<file path="config.mk">
export PLATFORM = sky130hd
export DESIGN_NAME = instruction_fetch
export DESIGN_NICKNAME = d
export VERILOG_FILES = /design/src/rtl/instruction_fetch.sv
export SDC_FILE = /design/constraint.sdc
export NUM_CORES = 1
export LEC_CHECK = 0
export CAP_MARGIN = 20
export CORE_ASPECT_RATIO = 1.75
export CORE_MARGIN = 2
export CORE_UTILIZATION = 35
export DETAILED_ROUTE_END_ITERATION = 16
export SYNTH_ARGS = -nofsm -noshare
export SYNTH_HDL_FRONTEND = slang
export SYNTH_SLANG_ARGS = --single-unit
</file>
<file path="constraint.sdc">
create_clock -name clock -period 12.1 [get_ports clock]
set_input_delay 1.815 -clock clock [delete_from_list [all_inputs] [get_ports clock]]
set_output_delay 1.815 -clock clock [all_outputs]
set_load 0.02 [all_outputs]
</file>
<file path="src/rtl/instruction_fetch.sv">
// instruction_fetch: PC register and fetch stage feeding the decoder through a small instruction queue.
// Ports:
//   clock, reset                      rising-edge clock, asynchronous active-high reset
//   fetchAddress/fetchRequest         word fetch request to the instruction cache, held until fetchGrant
//   fetchGrant, fetchValid, fetchData cache accept strobe and returned instruction word
//   instruction/instructionPC/Valid   head of the instruction queue, consumed on instructionReady
//   branch, unconditionalBranch,      redirect request; taken when unconditional or conditional with zero
//   zeroFlag, branchBasePC, branchOffset   target = branchBasePC + branchOffset*4
//   redirectTaken                     one-cycle pulse the cycle after a redirect
module instruction_fetch #(
  parameter int ADDR_WIDTH = 64,
  parameter logic [ADDR_WIDTH-1:0] RESET_PC = '0,
  parameter int QUEUE_DEPTH = 2
) (
  input  logic                  clock,
  input  logic                  reset,
  output logic [ADDR_WIDTH-1:0] fetchAddress,
  output logic                  fetchRequest,
  input  logic                  fetchGrant,
  input  logic                  fetchValid,
  input  logic [31:0]           fetchData,
  output logic [31:0]           instruction,
  output logic [ADDR_WIDTH-1:0] instructionPC,
  output logic                  instructionValid,
  input  logic                  instructionReady,
  input  logic                  branch,
  input  logic                  unconditionalBranch,
  input  logic                  zeroFlag,
  input  logic [ADDR_WIDTH-1:0] branchBasePC,
  input  logic [ADDR_WIDTH-1:0] branchOffset,
  output logic                  redirectTaken
);
  localparam int PW = $clog2(QUEUE_DEPTH);
  typedef enum logic [1:0] {IDLE, FETCH, WAIT, DRAIN} stateType;
  stateType state, nextState;
  logic [ADDR_WIDTH-1:0] pc, pendingPC, target;
  logic [31:0] queueData [QUEUE_DEPTH];
  logic [ADDR_WIDTH-1:0] queuePC [QUEUE_DEPTH];
  logic [PW-1:0] readPtr, writePtr;
  logic [PW:0] count;
  logic taken, granted, enqueue, dequeue;
  // Only FETCH can have no request outstanding, so the queue count alone decides whether a slot is free.
  assign fetchRequest = state == FETCH && count < (PW+1)'(QUEUE_DEPTH);
  assign fetchAddress = pc;
  assign instruction = queueData[readPtr];
  assign instructionPC = queuePC[readPtr];
  assign instructionValid = count != '0;
  assign taken = unconditionalBranch | (branch & zeroFlag);
  assign target = branchBasePC + (branchOffset << 2);
  assign granted = fetchRequest & fetchGrant;
  assign enqueue = state == WAIT && fetchValid && !taken;
  assign dequeue = instructionValid && instructionReady && !taken;
  // A redirect with a request still in flight goes to DRAIN so the stale word is swallowed.
  always_comb
    nextState = state == IDLE  ? FETCH :
                state == FETCH ? (granted ? (taken ? DRAIN : WAIT) : FETCH) :
                state == WAIT  ? (fetchValid ? FETCH : (taken ? DRAIN : WAIT)) :
                                 (fetchValid ? FETCH : DRAIN);
  always_ff @(posedge clock or posedge reset)
    if (reset) begin
      state <= IDLE;
      pc <= RESET_PC;
      pendingPC <= '0;
      readPtr <= '0;
      writePtr <= '0;
      count <= '0;
      redirectTaken <= 1'b0;
      for (int i = 0; i < QUEUE_DEPTH; i++) begin
        queueData[i] <= '0;
        queuePC[i] <= '0;
      end
    end else begin
      state <= nextState;
      redirectTaken <= taken;
      pc <= taken ? target : granted ? pc + ADDR_WIDTH'(4) : pc;
      if (granted) pendingPC <= pc;
      if (enqueue) begin
        queueData[writePtr] <= fetchData;
        queuePC[writePtr] <= pendingPC;
      end
      readPtr <= taken ? '0 : readPtr + PW'(dequeue);
      writePtr <= taken ? '0 : writePtr + PW'(enqueue);
      count <= taken ? '0 : count + (PW+1)'(enqueue) - (PW+1)'(dequeue);
    end
endmodule

</file>
==> results.sh, run 1 <==
export IMPL_die_area_um2=52700
export IMPL_synth_top_family_by_area="multiplexers"
export IMPL_hp_class="flip-flop to flip-flop"
export IMPL_dr_pass1_iters=5
export IMPL_die_x_um=174
export IMPL_drc_errors=0
export IMPL_synth_edf_count=0
export IMPL_clock_latency_ps=580
export IMPL_worstSetupPathType="input pin to flip-flop"
export IMPL_synthTopCellsByCount="352 x mux2_2, 327 x dfrtp_1, 110 x nand2_1"
export IMPL_drt_iter0_drc=696
export IMPL_path_cells="clkdlybuf4s50_1, ha_1, nand2_1, nor4_2, nand2_1, a211oi_1, o21ai_0, or4_1, a21oi_2, o21ai_1, or4_1, and3_1"
export IMPL_num_fill_cells=4630
export IMPL_cts_sinks=327
export IMPL_worst_clock_skew_ps=11.6
export IMPL_fin_total_pwr_mw=3.77
export IMPL_postCtsSetupBuffers=0
export IMPL_end_kind="flip-flop"
export IMPL_slew_headroom=0.344
export IMPL_ys_warnings_count=0
export IMPL_synth_mux_area_frac=0.226
export IMPL_wl_per_cell_um=20.3
export IMPL_drt_wl_total_mm=52.3
export IMPL_min_period_over_period=0.479
export IMPL_multi_input_area_um2=9250
export IMPL_syn2layout_area_growth_pct=27.8
export IMPL_nets=2119
export IMPL_placed_area_um2=21800
export IMPL_synth_compound_area_frac=0.0967
export IMPL_synth_xor_area_share=0.0547
export IMPL_rows=109
export IMPL_synth_most_common_cell="mux2_2"
export IMPL_hold_path_end="queuePC[24]$_DFFE_PP0P_"
export IMPL_cts_root_buf="clkbuf_16"
export IMPL_status="completed"
export IMPL_hold_worst_slack_ps=500
export IMPL_fin_crit_ps=5800
export IMPL_final_cell_area_um2=22700
export IMPL_startpoint_type="input pin"
export IMPL_ys_seq_area_frac=0.460
export IMPL_ctsResizeCount=0
export IMPL_crit_fanout=8
export IMPL_ioPinCount=331
export IMPL_grt_pass1_wl_mm=79.9
export IMPL_drive_gt1_frac=0.225
export IMPL_grt_pass1_vias=14100
export IMPL_syn_num_nets=1822
export IMPL_vias_per_cell=5.24
export IMPL_r2r_setup_slack_ps=8880
export IMPL_antenna_found_initial=3
export IMPL_worst_pin_slew_ps=985
export IMPL_synth_seq_cells=327
export IMPL_synth_cell_types=64
export IMPL_fmax_ghz=0.173
export IMPL_synthSimpleGateAreaFrac=0.0928
export IMPL_p_per_area_nw_per_um2=166
export IMPL_core_region_area_um2=50300
export IMPL_min_from="queuePC[24]$_DFFE_PP0P_"
export IMPL_grt_max_degree=108
export IMPL_setup_violations=0
export IMPL_cts_tree="yes"
export IMPL_port_buffers=328
export IMPL_cts_inserted_buffers=31
export IMPL_drv_cap=0
export IMPL_postSynth_asyncResetShare=1.00
export IMPL_synth_top_cell_by_area="dfrtp_1"
export IMPL_die_h_um=302
export IMPL_crit_path_top_delay_cell="a211oi_1"
export IMPL_syn_avg_cell_area_um2=11.2
export IMPL_grt_overflow_total=0
export IMPL_hold_viol=0
export IMPL_hold_depth=1
export IMPL_cts_reportedPaths_clkPinSlew_ps=70
export IMPL_critPathTopFamily="simple AND/OR/NAND/NOR gates"
export IMPL_ir_drop_v=0.000110
export IMPL_p_leak_nw=9.97
export IMPL_cpPeakStageDelay_ps=650
export IMPL_setup_tns_ps=0
export IMPL_seq_area_um2=8190
export IMPL_reg2reg_to="fetchAddress[54]$_DFFE_PP0P_"
export IMPL_arrival_ps=6260
export IMPL_cts_buffer_depth=3
export IMPL_reg2reg_depth=10
export IMPL_critPathBufInv=1
export IMPL_drtAntennaViolNets=0
export IMPL_synthAdderAreaFrac=0.0475
export IMPL_syn_inst=1587
export IMPL_crit_cells=12
export IMPL_synth_area_um2=17800
export IMPL_vias=13500
export IMPL_rr_startpoint="fetchAddress[26]$_DFFE_PP0P_"
export IMPL_rsz0062_at_grt="no"
export IMPL_stdcell_count=2572
export IMPL_slew_viol_final=0
export IMPL_dpl_hpwl_mm=38.5
export IMPL_yosysTopAreaCellShare=0.460
export IMPL_h_tree_depth=1
export IMPL_critPathRequiredTime_ps=12570
export IMPL_cts_hold_buf=0
export IMPL_synth_ff_type="dfrtp_1"
export IMPL_groute_usage_overall=0.193
export IMPL_ys_top_cells_by_area="dfrtp_1 46%, mux2_2 22%, ha_1 4.6%"
export IMPL_gp_congestion=0.933
export IMPL_start_util=0.353
export IMPL_place_inst=2516
-- cell usage in the layout, fill, tap and decap left out, types with 26 or more instances in the layout --
cell,count
clkdlybuf4s50_1,328
xor2_1,46
nand3_1,43
a21o_1,47
nand4_1,28
a21oi_1,84
dfrtp_1,326
o21ai_0,56
ha_1,64
nor2_1,95
clkbuf_16,31
inv_1,26
xnor2_1,65
nand2_1,110
mux2_2,352
-- per-layer routing --
metal,global-route usage,part of all wire
met4,0.0802,0.039
met5,0,0
met3,0.0204,0.041
met2,0.372,0.54
met1,0.213,0.38
-- worst max-delay path by stage --
stage                     start                      endpoint  slack [ps]
6_report       branchBasePC[22]  fetchAddress[63]$_DFFE_PP0P_        6300
5_1_grt         branchBasePC[4]  fetchAddress[63]$_DFFE_PP0P_        6120
4_1_cts        branchBasePC[22]  fetchAddress[63]$_DFFE_PP0P_        6310
3_5_place_dp   branchBasePC[22]  fetchAddress[63]$_DFFE_PP0P_        5710
3_3_place_gp   branchBasePC[22]  fetchAddress[63]$_DFFE_PP0P_        5760
2_1_floorplan             reset            count[0]$_DFF_PP0_        1230
-- registers in the layout, indices dropped and copies added (netlist names) --
name / cells
queuePC: 128
fetchAddress: 64
pendingPC: 64
queueData: 64
count: 2
state: 2
readPtr: 1
redirectTaken: 1
writePtr: 1
-- metrics by stage --
stage          setup slack [ps]  utilization
2_1_floorplan              1230            -
3_3_place_gp               5760        0.432
3_5_place_dp               5710        0.432
4_1_cts                    6310        0.451
5_1_grt                    6120        0.452
6_report                   6300        0.452
-- kinds of logic (layout without fill, tap and decap cells) --
group,after synthesis,count (layout)
AND/OR/NAND/NOR,349,349
buffers and inverters,106,422
adder cells (fa/ha/maj),67,67
multiplexers,357,357
other,0,3
AO/OA/AOI/OAI,270,270
flip-flops,327,327
XOR/XNOR,111,111
-- power by group --
| group | internal (mW) | switching [mW] |
|---|---|---|
| Combinational | 0.673 | 0.611 |
| Sequential | 1.35 | 0.207 |
| Clock | 0.508 | 0.419 |
| Total | 2.53 | 1.24 |
-- cell type report --
cell class | count | share of cell area
clock inverters | 9 | 0.00358
flip-flops and latches | 327 | 0.360
repair buffers | 342 | 0.150
clock buffers | 43 | 0.0374
well taps | 666 | 0.0367
multi-input cells | 1154 | 0.407
diodes | 3 | 0.000330
inverters | 28 | 0.00495
Power figures use the tool's default switching activity.
==> run 2, diff against run 1 <==
Clock period 12.1 ns to 4.7 ns, I/O delays scaled along.
==> run 2 against run 1 <==
Against the previous run: via count increased by 1.5%; clock power increased to 3.0 times the previous value; sequential cell count unchanged; die area unchanged; setup slack got worse by 5900 ps; final area increased by 2.0%; total power increased to 2.7 times the previous value; sequential share of layout area decreased by 0.69 points; clock skew increased by 4.4 ps; first-iteration DRC count increased by 4.5%; core utilization increased by 0.88 points; hold slack improved by 1.7 ps; largest cell class unchanged; highest routed layer is now met5.
==> results.sh, run 2 (synthesis gave the netlist of run 1 again) <==
export IMPL_ioPinCount=331
export IMPL_drive_gt1_frac=0.241
export IMPL_p_leak_nw=10.2
export IMPL_fin_crit_ps=4260
export IMPL_cts_sinks=327
export IMPL_nets=2145
export IMPL_dpl_hpwl_mm=39.9
export IMPL_slew_headroom=0.437
export IMPL_grt_pass1_wl_mm=82.0
export IMPL_cts_hold_buf=0
export IMPL_reg2reg_depth=11
export IMPL_arrival_ps=4640
export IMPL_drtAntennaViolNets=0
export IMPL_vias=13700
export IMPL_die_h_um=302
export IMPL_slew_viol_final=0
export IMPL_wl_per_cell_um=20.7
export IMPL_drc_errors=0
export IMPL_worstSetupEndpoint="fetchAddress[50]$_DFFE_PP0P_"
export IMPL_ctsResizeCount=0
export IMPL_crit_path_top_delay_cell="or3b_2"
export IMPL_status="completed"
export IMPL_place_inst=2540
export IMPL_grtUsageMet3=0.0266
export IMPL_stdcell_count=2602
export IMPL_hp_class="flip-flop to flip-flop"
export IMPL_grt_overflow_total=0
export IMPL_die_x_um=174
export IMPL_p_per_area_nw_per_um2=439
export IMPL_met2_usage=0.387
export IMPL_rsz0062_at_grt="no"
export IMPL_hold_viol=0
export IMPL_grt_pass1_vias=14500
export IMPL_cts_buffer_depth=3
export IMPL_groute_usage_overall=0.200
export IMPL_setup_violations=0
export IMPL_reg2reg_to="fetchAddress[38]$_DFFE_PP0P_"
export IMPL_path_cells="clkdlybuf4s50_1, ha_1, fa_1, a211oi_1, o21a_1, o31ai_1, buf_4, o211ai_1, a2111oi_0, buf_4, or3b_2, nor2b_1, a221oi_1, xor2_1, o21ai_0"
export IMPL_gp_congestion=0.894
export IMPL_h_tree_depth=2
export IMPL_startpoint_type="input pin"
export IMPL_die_area_um2=52700
export IMPL_clock_latency_ps=530
export IMPL_drt_wl_total_mm=53.9
export IMPL_setup_ws_ps=436
export IMPL_core_region_area_um2=50300
export IMPL_antenna_found_initial=2
export IMPL_grt_max_degree=93
export IMPL_worstSetupPathType="input pin to flip-flop"
export IMPL_cts_root_buf="clkbuf_16"
export IMPL_final_common_cell="mux2_2"
export IMPL_critPathRequiredTime_ps=5080
export IMPL_drt_iter0_drc=727
export IMPL_grt_busiest_layer="met2"
export IMPL_start_util=0.353
export IMPL_grt_util_met1=0.213
export IMPL_cts_inserted_buffers=34
export IMPL_worst_pin_slew_ps=844
export IMPL_fin_total_pwr_mw=10.2
export IMPL_cpPeakStageDelay_ps=490
export IMPL_cts_tree="yes"
export IMPL_port_buffers=328
export IMPL_worst_clock_skew_ps=16.1
export IMPL_top_register="queuePC"
export IMPL_crit_fanout=2
export IMPL_dr_pass1_iters=5
export IMPL_drv_cap=0
export IMPL_vias_per_cell=5.25
export IMPL_min_period_over_period=0.907
export IMPL_ir_drop_v=0.000293
export IMPL_rr_startpoint="state[1]$_DFF_PP0_"
export IMPL_postCtsSetupBuffers=0
export IMPL_final_cell_mix="352 x mux2_2, 328 x clkdlybuf4s50_1, 326 x dfrtp_1"
export IMPL_cts_reportedPaths_clkPinSlew_ps=70
export IMPL_hold_worst_slack_ps=501
export IMPL_rows=109
export IMPL_r2r_setup_slack_ps=1560
export IMPL_num_fill_cells=4632
export IMPL_end_kind="flip-flop"
export IMPL_fmax_ghz=0.235
export IMPL_largest_register_ffs=128
export IMPL_dp_slack_ps=-46.2
export IMPL_crit_top_cell="buf_4"
export IMPL_crit_start="branchOffset[0]"
export IMPL_syn2layout_area_growth_pct=30.3
[run 2: cell types whose count changed in the layout (fill, tap and decap cells not counted)]
| cell | previous run | this run |
|---|---|---|
| clkbuf_8 | 3 | 6 |
| clkbuf_16 | 31 | 35 |
| clkinvlp_4 | 3 | 2 |
| buf_4 | 13 | 31 |
| clkinv_4 | 1 | 3 |
| inv_6 | 0 | 2 |
| clkinv_2 | 4 | 7 |
| diode_2 | 3 | 1 |
| buf_12 | 0 | 6 |
| bufinv_16 | 1 | 3 |
| buf_16 | 1 | 0 |
| clkbuf_1 | 9 | 3 |
[run 2: per-stage QoR]
stage	area (µm²)	TNS [ps]	utilization
3_5_place_dp	22000	-71.8	0.437
3_3_place_gp	22000	-33.9	0.437
2_1_floorplan	17800	-120890	-
6_report	23200	0	0.460
4_1_cts	23200	0	0.460
5_1_grt	23200	0	0.460
[run 2: how the worst min path moves through the flow]
stage	startpoint	endpoint	slack, ps	cells past startpoint
finish	queuePC[58]$_DFFE_PP0P_	queuePC[58]$_DFFE_PP0P_	500	1
global route	queueData[14]$_DFFE_PP0P_	queueData[14]$_DFFE_PP0P_	510	1
CTS	queuePC[24]$_DFFE_PP0P_	queuePC[24]$_DFFE_PP0P_	500	1
detailed placement	queuePC[60]$_DFFE_PP0P_	queuePC[60]$_DFFE_PP0P_	490	1
global placement	queueData[31]$_DFFE_PP0P_	queueData[31]$_DFFE_PP0P_	480	1
floorplan	queuePC[57]$_DFFE_PP0P_	queuePC[57]$_DFFE_PP0P_	470	1
[run 2: worst max-delay path, delay by kind of cell]
family                   cells  cell delay, ps
buffers and inverters        3             790
AND/OR/NAND/NOR              2             680
XOR/XNOR                     1             170
AO/OA/AOI/OAI                7            1570
adder cells (fa/ha/maj)      2             720
[run 2: final cells by class]
| class | instances | area (µm²) | share of cell area |
|---|---|---|---|
| Multi-Input combinational cell | 1154 | 9250 | 0.399 |
| Sequential cell | 327 | 8190 | 0.353 |
| Timing Repair Buffer | 365 | 3640 | 0.157 |
| Clock buffer | 44 | 970 | 0.0418 |
| Tap cell | 666 | 833 | 0.0360 |
| Clock inverter | 17 | 188 | 0.00810 |
| Inverter | 28 | 109 | 0.00470 |
| Antenna cell | 1 | 2.50 | 0.000108 |
[run 2: power breakdown]
group / switching, mW / leakage [nW] / internal, mW
clock network: 1.19 / 0.575 / 1.64
registers: 0.554 / 4.19 / 3.47
logic: 1.57 / 5.45 / 1.75
total: 3.31 / 10.2 / 6.86
[run 2: routing by layer]
| layer | vias up | routed length [µm] |
|---|---|---|
| met5 | - | 15 |
| met3 | 104 | 2190 |
| met4 | 2 | 2370 |
| li1 | 6356 | - |
| met1 | 6822 | 20100 |
| met2 | 389 | 29200 |
==> edit 1: new RTL, flow settings as in run 2 <==
The parameter `ADDR_WIDTH` goes from 64 to 32.
--- a/src/rtl/instruction_fetch.sv
+++ b/src/rtl/instruction_fetch.sv
@@ -8,7 +8,7 @@
 //   zeroFlag, branchBasePC, branchOffset   target = branchBasePC + branchOffset*4
 //   redirectTaken                     one-cycle pulse the cycle after a redirect
 module instruction_fetch #(
-  parameter int ADDR_WIDTH = 64,
+  parameter int ADDR_WIDTH = 32,
   parameter logic [ADDR_WIDTH-1:0] RESET_PC = '0,
   parameter int QUEUE_DEPTH = 2
 ) (
Ports: changed (resized branchBasePC, branchOffset, fetchAddress and instructionPC); port bits go from 331 to 203. The function was not compared with the original's and may differ.
==> edit 1 against run 2 <==
Combinational power shrank 45%. Final area shrank 42%. Sequential cell count shrank 128. Highest routed layer is now met4. First-iteration DRC count shrank 65%. Utilization shrank 0.37 points. Register-to-register slack gained 0.57 ns. Count of clock-buffer cells in the layout shrank 24. Setup slack gained 1.0 ns. Via count shrank 48%. Routed wire length shrank 55%. Synthesized area shrank 42%. Total power shrank 45%.
==> edit 1: results <==
[sta]
max_slew_margin_pct = 52.9
post-route-min-period_ns = 3.26

[critical_path]
rr_worst_depth = 8
critical_path_s_largest_stage_delay_ns = 0.44
worst_r2r_startpoint = "count[1]$_DFF_PP0_"
reg2reg_setup_slack_ns = 2.13
startpoint = "branchBasePC[2]"
setup.worst_path.end = "fetchAddress[26]$_DFFE_PP0P_"

[global_route]
grt_first_pass_wirelength_um = 39200
grt.met1_usage_pct = 19.0
globalRouteMet3Util_pct = 3.78
grt_util_all_layers_pct = 16.2
grt_start_max_net_pins = 110
first_global_vias = 7223

[power_and_ir_drop]
power.sequential.total_mw = 2.36
power.leakage_nw = 5.87
intPower_mw = 3.80
clock_network_fraction_of_design_power_pct = 24.9
power.share.switching_pct = 31.7

[detailed_routing]
route.met3.wl_um = 902
met2_wirelength_um = 13100
met1Wirelength_um = 10100
drt-wirelength-per-cell_um = 17.1
drt_wl_total_um = 24400
highest_layer_used_for_signal_routing = "met4"

[synth]
synth.area.top_cells = "dfrtp_1 48%, mux2_2 24%, ha_1 4.1%"
synthDistinctLibCells = 62
synth_compound_area_share_pct = 8.13
synth-seq-area-share_pct = 48.3
net_count_after_synthesis = 985
synth.top_cells.by_count = "224 x mux2_2, 199 x dfrtp_1, 51 x nand2_1, 38 x a21oi_1, 36 x clkbuf_1"
synthXorXnorAreaFrac_pct = 4.51
synth-adder-area-share_pct = 4.32

[placement]
gpl.final_weighted_congestion = 0.803
post_place_cells = 1396
dp_worst_setup_slack_ns = 0.959
postPlaceCellArea_sq_um = 12800
dp_hpwl_um = 17700
port-buffer-count = 200

[layout]
drive_gt1_share_pct = 27.7
filler_cell_count = 2718
antenna_cells = 0
finish.net_count = 1172

[run_status]
status = "completed"

[clock_network]
cts-htree-levels = 4
ctsLongestPathBuffers = 2
worst_skew_pair.late_latency_ns = 0.44

[worst_hold_path]
hold_path.startpoint = "queuePC[36]$_DFFE_PP0P_"
hold_critical_path_endpoint = "queuePC[36]$_DFFE_PP0P_"
## edit 1: cell types whose count changed in the layout (fill, tap and decap cells not counted), sizes merged, moves of 24 or more
cell,change
a21oi,-46
nand3,-29
a21o,-33
clkbuf,-24
buf,-27
nor2,-61
o21ai,-35
xnor2,-38
ha,-32
clkdlybuf4s50,-128
nand2,-60
mux2,-128
dfrtp,-128
## edit 1: cells by family (layout without fill, tap and decap cells)
kind of cell,Yosys count,in the layout
AND/OR/NAND/NOR,156,156
multiplexers,227,227
AO/OA/AOI/OAI,124,124
buffers and inverters,52,251
adder cells (fa/ha/maj),35,35
flip-flops,199,199
XOR/XNOR,53,53
## edit 1: layout make-up
type | count | area, sq um | area share, %
multi-input combinational | 595 | 5170 | 38.8
sequential | 199 | 4980 | 37.4
timing repair buffer | 210 | 2110 | 15.9
tap | 382 | 478 | 3.59
clock buffer | 20 | 447 | 3.35
clock inverter | 11 | 101 | 0.760
inverter | 10 | 41.3 | 0.310
==> edit 2: new RTL, flow settings as in run 2 <==
Made on the original files. Encoding of `stateType`: now one-hot (4 bits for 4 states).
--- a/src/rtl/instruction_fetch.sv
+++ b/src/rtl/instruction_fetch.sv
@@ -31,7 +31,7 @@
   output logic                  redirectTaken
 );
   localparam int PW = $clog2(QUEUE_DEPTH);
-  typedef enum logic [1:0] {IDLE, FETCH, WAIT, DRAIN} stateType;
+  typedef enum logic [3:0] {IDLE = 4'b0001, FETCH = 4'b0010, WAIT = 4'b0100, DRAIN = 4'b1000} stateType;
   stateType state, nextState;
   logic [ADDR_WIDTH-1:0] pc, pendingPC, target;
   logic [31:0] queueData [QUEUE_DEPTH];
Formal check against the unedited RTL: no difference found for any inputs over 4 cycles, from zero or initial values and one cycle with reset high; so few cycles prove little.
==> edit 2 against run 2 <==
Cell count rose by 5.2%. Critical path type unchanged. Largest power group unchanged. Count of clock-buffer cells in the layout increased by 1. Via count is 2.8% higher. Final area up 0.18%. Total power down 22%. Synthesized area up 2.1%. Sequential cell count grew 2. Routed wire length decreased by 5.2%. Setup slack improved by 0.47 ns. Critical endpoint is now fetchAddress[63]$_DFFE_PP0P_.
==> edit 2: results <==
[clock_network]
cells_resized_by_post_cts_repair = 0
cts_buffers = 31
cts-htree-levels = 1
worst_skew_pair.late_latency_ns = 0.57

[global_route]
grt_util_all_layers_pct = 18.9
grt_first_pass_wirelength_um = 81200
grt_start_max_net_pins = 101
first_global_vias = 14600

[detailed_routing]
viasPerCell = 5.14
initial_detailed_routing_violation_count = 567
num_vias = 14100
drt-wirelength-per-cell_um = 18.7

[synth]
syn-instance-count = 1750
yosys_warnings = 0
net_count_after_synthesis = 1985
synth.area.top_cells = "dfrtp_1 45%, mux2_2 18%, nand2_1 6.0%"
synth.top_cells.by_count = "328 x dfrtp_1, 292 x nand2_1, 288 x mux2_2, 106 x a21oi_1, 90 x nor2_1"
synthDistinctLibCells = 82
synth-seq-area-share_pct = 45.3

[layout]
flip_flop_count_of_the_largest_register_all_copies_and_words_added = 128
finish.net_count = 2278
drive_gt1_share_pct = 19.7
antenna_cells = 0

[critical_path]
critical_path_peak_fanout = 5
worst_r2r_startpoint = "fetchAddress[4]$_DFFE_PP0P_"
rr_worst_depth = 10
reg2reg_setup_slack_ns = 1.74
startpoint = "branchBasePC[10]"
worstReg2RegEnd = "fetchAddress[63]$_DFFE_PP0P_"
cell_type_of_the_slowest_stage_on_the_worst_timing_path = "a21oi_1"
critical_path_s_largest_stage_delay_ns = 0.67

[power_and_ir_drop]
power.share.switching_pct = 30.9
max-vdd-ir-drop_uv = 262
power.leakage_nw = 10.6

[placement]
postPlaceCellArea_sq_um = 22200
dp_worst_setup_slack_ns = 0.399
port-buffer-count = 328
dp_hpwl_um = 38000
gpl.final_weighted_congestion = 0.916
post_place_cells = 2682

[sta]
worst_clock_skew_ns = 0.0158
hold_slack_ns = 0.493
max_slew_margin_pct = 34.6

[worst_hold_path]
hold_path.startpoint = "pendingPC[43]$_DFFE_PP0P_"
hold_critical_path_endpoint = "pendingPC[43]$_DFFE_PP0P_"
worstHoldPathCells = 2

[run_status]
status = "completed"
## edit 2: cell types whose count changed in the layout (fill, tap and decap cells not counted), sizes merged, moves of 6 or more
cell | run 2 | this run
a21o | 47 | 26
a21oi | 86 | 110
buf | 37 | 20
clkinv | 10 | 4
mux2 | 352 | 288
nand2 | 111 | 293
nor3 | 10 | 26
o21a | 15 | 8
o21bai | 12 | 18
## edit 2: metal layers
metal  track usage (%)  wire, um
met1              22.1     20400
met2              34.0     25900
met3              3.08      2690
met4              7.65      2160
met5                 0        12
## edit 2: worst min-delay path, stage by stage, from the launching register on
cell and delay [ns]:
dfrtp_1 0.36, nand2_1 0.05, nand2_1 0.05
## edit 2: power groups by stage
stage          clock [mW]  combinational [mW]  sequential, mW
2_1_floorplan           0               0.952            3.64
3_3_place_gp            0                1.79            3.60
3_5_place_dp            0                1.80            3.63
4_1_cts              2.67                1.81            3.58
5_1_grt              2.79                1.99            3.65
6_report             2.59                1.80            3.59
## edit 2: cell type report
class | count | area [sq um]
fill | 4888 | 28100
timing repair buffer | 348 | 3500
clock inverter | 10 | 163
inverter | 32 | 124
multi-input combinational | 1301 | 9480
clock buffer | 45 | 878
sequential | 329 | 8240
tap | 672 | 841
## edit 2: cells by family after synthesis
logic type | Yosys count | share of synthesized area (%)
other | 1 | 0.0207
AOI/OAI and AO/OA | 279 | 9.53
and+or+nand+nor | 545 | 14.0
DFF | 329 | 45.3
adders and majority gates | 67 | 4.66
muxes | 291 | 18.0
buffers and inverters | 120 | 2.68
xor gates and xnor gates | 118 | 5.69
## edit 2: worst max path at each step
| stage | to | slack, ns | cells past startpoint |
|---|---|---|---|
| 2_1_floorplan | count[0]$_DFF_PP0_ | -0.40 | 1 |
| 6_report | fetchAddress[63]$_DFFE_PP0P_ | 0.91 | 12 |
| 5_1_grt | fetchAddress[61]$_DFFE_PP0P_ | 0.81 | 12 |
| 3_3_place_gp | fetchAddress[63]$_DFFE_PP0P_ | 0.45 | 12 |
| 3_5_place_dp | fetchAddress[63]$_DFFE_PP0P_ | 0.40 | 12 |
| 4_1_cts | fetchAddress[63]$_DFFE_PP0P_ | 1.01 | 12 |
